`src/rtl/sequential_divider_if.sv`:
```
// Handshake and data bundle for the sequential divider.
// The master issues requests (start + operands); the slave returns status and results.
interface sequential_divider_if #(
    parameter int DVD_W = 8,
    parameter int DVS_W = 4
);
    logic             start;
    logic [DVD_W-1:0] dividend;
    logic [DVS_W-1:0] divisor;
    logic             busy;
    logic             done;
    logic [DVD_W-1:0] quotient;
    logic [DVS_W-1:0] remainder;
    logic             div_by_zero;

    modport master (
        output start, dividend, divisor,
        input  busy, done, quotient, remainder, div_by_zero
    );

    modport slave (
        input  start, dividend, divisor,
        output busy, done, quotient, remainder, div_by_zero
    );
endinterface

```
`src/rtl/sequential_divider.sv`:
```
// Unsigned restoring divider producing one quotient bit per clock, MSB first.
// A zero divisor short-circuits straight to DONE with an all-ones quotient.
module sequential_divider #(
    parameter int DVD_W = 8,
    parameter int DVS_W = 4
) (
    input  logic                   clk,
    input  logic                   rst_n,
    sequential_divider_if.slave    bus
);
    localparam int CNT_W = $clog2(DVD_W + 1);
    localparam logic [CNT_W-1:0] LAST_STEP = CNT_W'(DVD_W - 1);

    typedef enum logic [1:0] {IDLE, BUSY, DONE} state_t;

    state_t           state_reg;
    logic [DVD_W-1:0] shift_reg;      // dividend bits shift out at the top, quotient bits shift in at the bottom
    logic [DVS_W-1:0] dvs_reg;
    logic [DVS_W:0]   prem_reg;       // partial remainder, one bit wider than the divisor
    logic [CNT_W-1:0] cnt_reg;
    logic [DVD_W-1:0] quotient_reg;
    logic [DVS_W-1:0] remainder_reg;
    logic             busy_reg;
    logic             done_reg;
    logic             dbz_reg;

    logic [DVS_W:0]   shifted;
    logic             ge;
    logic [DVS_W:0]   prem_next;
    logic [DVD_W-1:0] shift_next;

    // One restoring step: bring down the next dividend bit, trial-subtract the divisor.
    always_comb begin
        shifted    = {prem_reg[DVS_W-1:0], shift_reg[DVD_W-1]};
        ge         = (shifted >= {1'b0, dvs_reg});
        prem_next  = ge ? (shifted - {1'b0, dvs_reg}) : shifted;
        shift_next = {shift_reg[DVD_W-2:0], ge};
    end

    // Control FSM, datapath and registered outputs.
    always_ff @(posedge clk or negedge rst_n) begin
        if (!rst_n) begin
            state_reg     <= IDLE;
            shift_reg     <= '0;
            dvs_reg       <= '0;
            prem_reg      <= '0;
            cnt_reg       <= '0;
            quotient_reg  <= '0;
            remainder_reg <= '0;
            busy_reg      <= 1'b0;
            done_reg      <= 1'b0;
            dbz_reg       <= 1'b0;
        end else begin
            case (state_reg)
                IDLE, DONE: begin
                    if (bus.start) begin
                        shift_reg <= bus.dividend;
                        dvs_reg   <= bus.divisor;
                        prem_reg  <= '0;
                        cnt_reg   <= '0;
                        if (bus.divisor == '0) begin
                            // No iteration needed: publish the saturated result right away.
                            state_reg     <= DONE;
                            quotient_reg  <= '1;
                            remainder_reg <= '0;
                            busy_reg      <= 1'b0;
                            done_reg      <= 1'b1;
                            dbz_reg       <= 1'b1;
                        end else begin
                            state_reg <= BUSY;
                            busy_reg  <= 1'b1;
                            done_reg  <= 1'b0;
                            dbz_reg   <= 1'b0;
                        end
                    end
                end
                BUSY: begin
                    // start is deliberately not looked at here.
                    shift_reg <= shift_next;
                    prem_reg  <= prem_next;
                    cnt_reg   <= cnt_reg + 1'b1;
                    if (cnt_reg == LAST_STEP) begin
                        state_reg     <= DONE;
                        quotient_reg  <= shift_next;
                        remainder_reg <= prem_next[DVS_W-1:0];
                        busy_reg      <= 1'b0;
                        done_reg      <= 1'b1;
                    end
                end
                default: begin
                    state_reg <= IDLE;
                    busy_reg  <= 1'b0;
                    done_reg  <= 1'b0;
                end
            endcase
        end
    end

    assign bus.busy        = busy_reg;
    assign bus.done        = done_reg;
    assign bus.quotient    = quotient_reg;
    assign bus.remainder   = remainder_reg;
    assign bus.div_by_zero = dbz_reg;
endmodule

```
`src/flat_wrapper.sv`:
```
// flat-port wrapper written by rule: the top's interface ports become plain ports
module sequential_divider_flat 
#(
    parameter int DVD_W = 8,
    parameter int DVS_W = 4
)
  (clk, rst_n, bus_start, bus_dividend, bus_divisor, bus_busy, bus_done, bus_quotient, bus_remainder, bus_div_by_zero);
  sequential_divider_if #(.DVD_W(DVD_W), .DVS_W(DVS_W)) bus_i ();
  input  logic clk;
  input  logic rst_n;
  input wire logic [$bits(bus_i.start)-1:0] bus_start;
  input wire logic [$bits(bus_i.dividend)-1:0] bus_dividend;
  input wire logic [$bits(bus_i.divisor)-1:0] bus_divisor;
  output wire logic [$bits(bus_i.busy)-1:0] bus_busy;
  output wire logic [$bits(bus_i.done)-1:0] bus_done;
  output wire logic [$bits(bus_i.quotient)-1:0] bus_quotient;
  output wire logic [$bits(bus_i.remainder)-1:0] bus_remainder;
  output wire logic [$bits(bus_i.div_by_zero)-1:0] bus_div_by_zero;
  assign bus_i.start = bus_start;
  assign bus_i.dividend = bus_dividend;
  assign bus_i.divisor = bus_divisor;
  assign bus_busy = bus_i.busy;
  assign bus_done = bus_i.done;
  assign bus_quotient = bus_i.quotient;
  assign bus_remainder = bus_i.remainder;
  assign bus_div_by_zero = bus_i.div_by_zero;
  sequential_divider #(.DVD_W(DVD_W), .DVS_W(DVS_W)) u_core (.clk(clk), .rst_n(rst_n), .bus(bus_i));
endmodule
```
`config.mk`:
```
export PLATFORM = sky130hd
export DESIGN_NAME = sequential_divider_flat
export DESIGN_NICKNAME = d
export VERILOG_FILES = /design/src/rtl/sequential_divider_if.sv /design/src/rtl/sequential_divider.sv /design/src/flat_wrapper.sv
export SDC_FILE = /design/constraint.sdc
export NUM_CORES = 1
export LEC_CHECK = 0
export CAP_MARGIN = 15
export CORE_MARGIN = 1
export CORE_UTILIZATION = 30
export DETAILED_ROUTE_END_ITERATION = 10
export SETUP_SLACK_MARGIN = 0.3
export SLEW_MARGIN = 40
export SYNTH_ARGS = -nofsm -noshare
export SYNTH_HDL_FRONTEND = slang
export SYNTH_SLANG_ARGS = --single-unit
```
`constraint.sdc`:
```
create_clock -name clk -period 5.1 [get_ports clk]
set_input_delay 1.275 -clock clk [delete_from_list [all_inputs] [get_ports clk]]
set_output_delay 1.275 -clock clk [all_outputs]
set_load 0.005 [all_outputs]
```
# Word-level counts from Yosys, hierarchy flattened
# Index checks and enable logic that the tools add are counted.
# totals
regBits,37
in_bits,15
out_inout_bits,15
word_cells,54
# classes
addsub,2
order_cmp,1
n_eq_ne,6
n_mux,27
reduce_logical,8
# op_table
op,n
8-bit 2-to-1 mux,4
8-bit case mux with 2 select lines,2
4-bit 2-to-1 mux,6
4-bit case mux with 2 select lines,3
1-bit 2-to-1 mux,6
2-bit 2-to-1 mux,3
2-bit AND reduction,3
5-bit by 4-bit >= comparator with 1-bit output,1
4-bit by 1-bit adder with 4-bit output (second input constant),1
4-bit by 3-bit equality test with 1-bit output (second input constant),1
4-bit logical NOT,1
2-bit by 1-bit inequality test with 1-bit output (second input constant),2
1-bit case mux with 2 select lines,2
2-bit case mux with 2 select lines,1
4-bit AND reduction,1
4-bit subtractor,1
2-bit by 1-bit equality test with 1-bit output (second input constant),1
2-bit equality test (second input constant),1
2-bit logical NOT,1
2-bit inequality test (second input constant),1
2-bit nonzero test,1
2-bit OR reduction,1

# Longest topological paths before layout
# depth
word_depth,4
depth_mapped,7
depth_no_buf,7

# Least setup slack after synthesis
# Ideal clock, no wire load.
# synth_path
path_type,input-to-reg
from,input port bus_divisor[1]
to,"register u_core.remainder_reg[0], in the netlist u_core.bus.remainder[0]"
setup_ns,0.121
arrival_time_ns,2.093
required_ns,4.979
slack_ns,2.886
stages,3
path_buffers,0
path_cell_list,nor4_1 > a21oi_1 > a22o_1
# synth_between
elab_chain_len,3
# synth_lines
item,line_no,source
"start, declared",flat_wrapper.sv:13,input wire logic [$bits(bus_i.divisor)-1:0] bus_divisor;
4-bit logical NOT,sequential_divider.sv:61,if (bus.divisor == '0) begin
2-bit by 1-bit inequality test with 1-bit output (no source line),n/a,
4-bit AND reduction (no source line),n/a,
"end signal, assigned",sequential_divider.sv:85,remainder_reg <= prem_next[DVS_W-1:0];
"end, declared",sequential_divider.sv:22,logic [DVS_W-1:0] remainder_reg;
# Every way passes these cells.
# A chain may end at the register's enable or synchronous reset.

# Worst setup path after layout
# layout_path
from,input port bus_divisor[1]
to,"register u_core.quotient_reg[4], in the netlist u_core.bus.quotient[4]"
# layout_between
elab_chain_len,3
# layout_lines
item,line_no,source
4-bit logical NOT,sequential_divider.sv:61,
2-bit by 1-bit inequality test with 1-bit output (no source line),n/a,
4-bit AND reduction (no source line),n/a,
"end signal, assigned",sequential_divider.sv:84,quotient_reg <= shift_next;
"end, declared",sequential_divider.sv:21,logic [DVD_W-1:0] quotient_reg;
# Every way passes these cells.

==> results.md <==
* Most common cell after layout, fill and taps aside: dfrtp_1
* DRT antenna net count at 0
* Total track usage at 0.144
* Most frequent cells in the layout: dfrtp_1 (35), nand2_1 (33), clkdlybuf4s50_1 (29)
* CTS sink count at 35
* Nets at 208
* Max-cap violations at 0
* Yosys cell types at 34
* CTS H-tree lvls at 2
* Hpwl dp at 2460 um
* Cell area after layout at between 2000 and 2500 sq um
* Cells after Synth at ~160
* Pwr Total at roughly 0.0014 W
* Die width at 75.5 um
* Worst slew margin at 0.523
* Status: finished clean
* Fraction of power consumed by combinational cells at 0.503
* Worst-Margin Slew at ~710 ps
* Peak VDD IR at between 0.15 and 0.2 mV
* TritonCTS Buffers at 5
* Die ar. at about 5700 sq um
* Mapped Area at ~1600 sq um
* Peak Freq at between 0.3 and 0.4 GHz
* CTS Hold Bufs at 0
* Clock latency on the worst-skew pair at approximately 280 ps
* Clk pwr share at 0.137
* Clk slew on worst S/H paths at 60 ps
* Initial antenna violation count at 0
* Worst Setup End Kind: flip-flop
* Final wirelength at 3550 um
* Post-synth EDFFs at 0
* Setup-failing EPs final at 0
* Via density at 4.82
* Pwr dens at just under 700 nW/um^2
* Post_cts resized at 0
* Largest net degree at the start of global routing at 36
* Flop pwr share at 0.359
* FFs w/ async S/R, synth at 1.00
* Via count at roughly 1.2k
* Post-synth top area share at 0.541
* Synth area leaders: dfrtp_1 (54%), nand2_1 (7.7%), ha_1 (3.9%)
* Place WS at slightly above 2000 ps
* Switching share of power at 0.387
* Pint at 0.000853 W
* Placed cell area at approximately 2000 sq um
* Row count at 26
* Hold WC Path Type: flip-flop to flip-flop
* Setup bufs post-CTS at 0
* Area leader, netlist: dfrtp_1
* Worst Skew at 4.60 ps
* IO Pins at 30
* Max FO, Critical Path at 8
* Diodes inserted at 0
* Synth warn at 0
* Sequential area share after synthesis at 0.541
* Iteration-0 DRC count of the detailed router at 56
* Final hold vios at 0
* Req. time, crit path at between 5000 and 6000 ps
* Sw Pwr at 0.000537 W
* DRC errors left at 0
* First-pass GRT wire length at roughly 6000 um
* Synthesized flop and latch total at 35
* Bufs on Longest Clock Path at 2
* Clock Tree Root: clkbuf_8
* Syn avg cell area at 10.4 sq um
* Synth Flop Type: dfrtp_1
* Initial Utilization at 0.315
* Reg2Reg Setup Slack at approximately 3000 ps
* Setup TNS at 0 ps
* Min cycle time layout at between 2000 and 3000 ps
* CTS tree: built
* PortBufs at 29
* Critical Path AT at between 2000 and 3000 ps
* Layout cell share with drive strength beyond 1 at 0.0745
* Vias in the first global route at 1252
* Grt ovf at 0
* Gpl congestion at between 0.8 and 0.9
* Final worst path period share at 0.530
* Core Region at 5140 sq um
* First drt pass iteration count at 4
* Syn Nets at roughly 180
* Worst setup margin at ~2400 ps
* Critical Setup Path Class: input port to flip-flop
* Chip Height at 75.5 um
* Leakage dissipation at around 0.89 nW
* Util after Layout at 0.402
* RSZ-0062 raised after global routing: false
* Slew Viols, Final at 0
* CP startpoint kind: input port
* Area growth syn-to-layout at 27.5%
* Routed WL per cell at approximately 14 um
==> cell type report <==
class                           instances  area, sq um
Fill cell                             547         3080
Sequential cell                        35          876
Multi-Input combinational cell        109          696
Timing Repair Buffer                   31          305
Tap cell                               70         87.6
Clock buffer                            7         76.3
Inverter                                5         18.8
Clock inverter                          1         5.00
==> logic make-up after synthesis <==
kind of cell	Yosys count	synth area share
mux	3	0.0185
flops	35	0.541
simple gates	57	0.155
xor+xnor	1	0.00541
buf+inv	11	0.0294
fa+ha+maj	6	0.0510
compound gates	42	0.200
==> cell usage after synthesis, types with 2 or more instances <==
cell      count
nand4_1       2
o21ai_0       9
o21ai_1       2
inv_1         5
o22a_1        7
nor2_1       12
a21oi_1       2
clkbuf_1      3
nor2b_1       3
a31oi_1       6
nand2_1      33
ha_1          5
a22o_1        7
dfrtp_1      35
buf_2         2
mux2i_1       3
nand2b_1      2
==> per-stage QoR <==
stage / hold slack (ps) / instances
2_1_floorplan: 452 / 155
3_3_place_gp: 473 / 250
3_5_place_dp: 480 / 250
4_1_cts: 497 / 258
5_1_grt: 514 / 258
6_report: 490 / 258
==> power by group through the flow <==
stage | combinational [W] | sequential (W) | clock (W)
finish | 0.000700 | 0.000499 | 0.000191
global route | 0.000791 | 0.000514 | 0.000209
CTS | 0.000708 | 0.000499 | 0.000199
detailed placement | 0.000704 | 0.000502 | 0
global placement | 0.000690 | 0.000502 | 0
floorplan | 0.000493 | 0.000486 | 0
==> per-layer routing <==
metal / track usage / vias to the layer above / routed length (um) / share of wire
li1: - / 610 / - / -
met1: 0.207 / 593 / 1770 / 0.50
met2: 0.213 / 35 / 1540 / 0.43
met3: 0.0410 / 5 / 202 / 0.057
met4: 0.0370 / 0 / 43 / 0.012
met5: 0 / - / 0 / 0
==> path summary, 6_finish.rpt <==
kind,startpoint,endpoint,cells after the start
max in group asynchronous,rst_n,u_core.bus.div_by_zero,2
min in group asynchronous,rst_n,u_core.bus.remainder[1],2
max reg2reg,u_core.state_reg[0],u_core.bus.quotient[4],4
min,u_core.bus.quotient[3],u_core.bus.quotient[3],1
max,bus_divisor[1],u_core.bus.quotient[4],5
min reg2reg,u_core.bus.quotient[3],u_core.bus.quotient[3],1
==> critical path: stages <==
cell and delay (ps):
clkdlybuf4s50_1 420, nor4_1 580, nand2_1 140, nand2_1 310, o22a_1 200
Power figures use the tool's default switching activity.
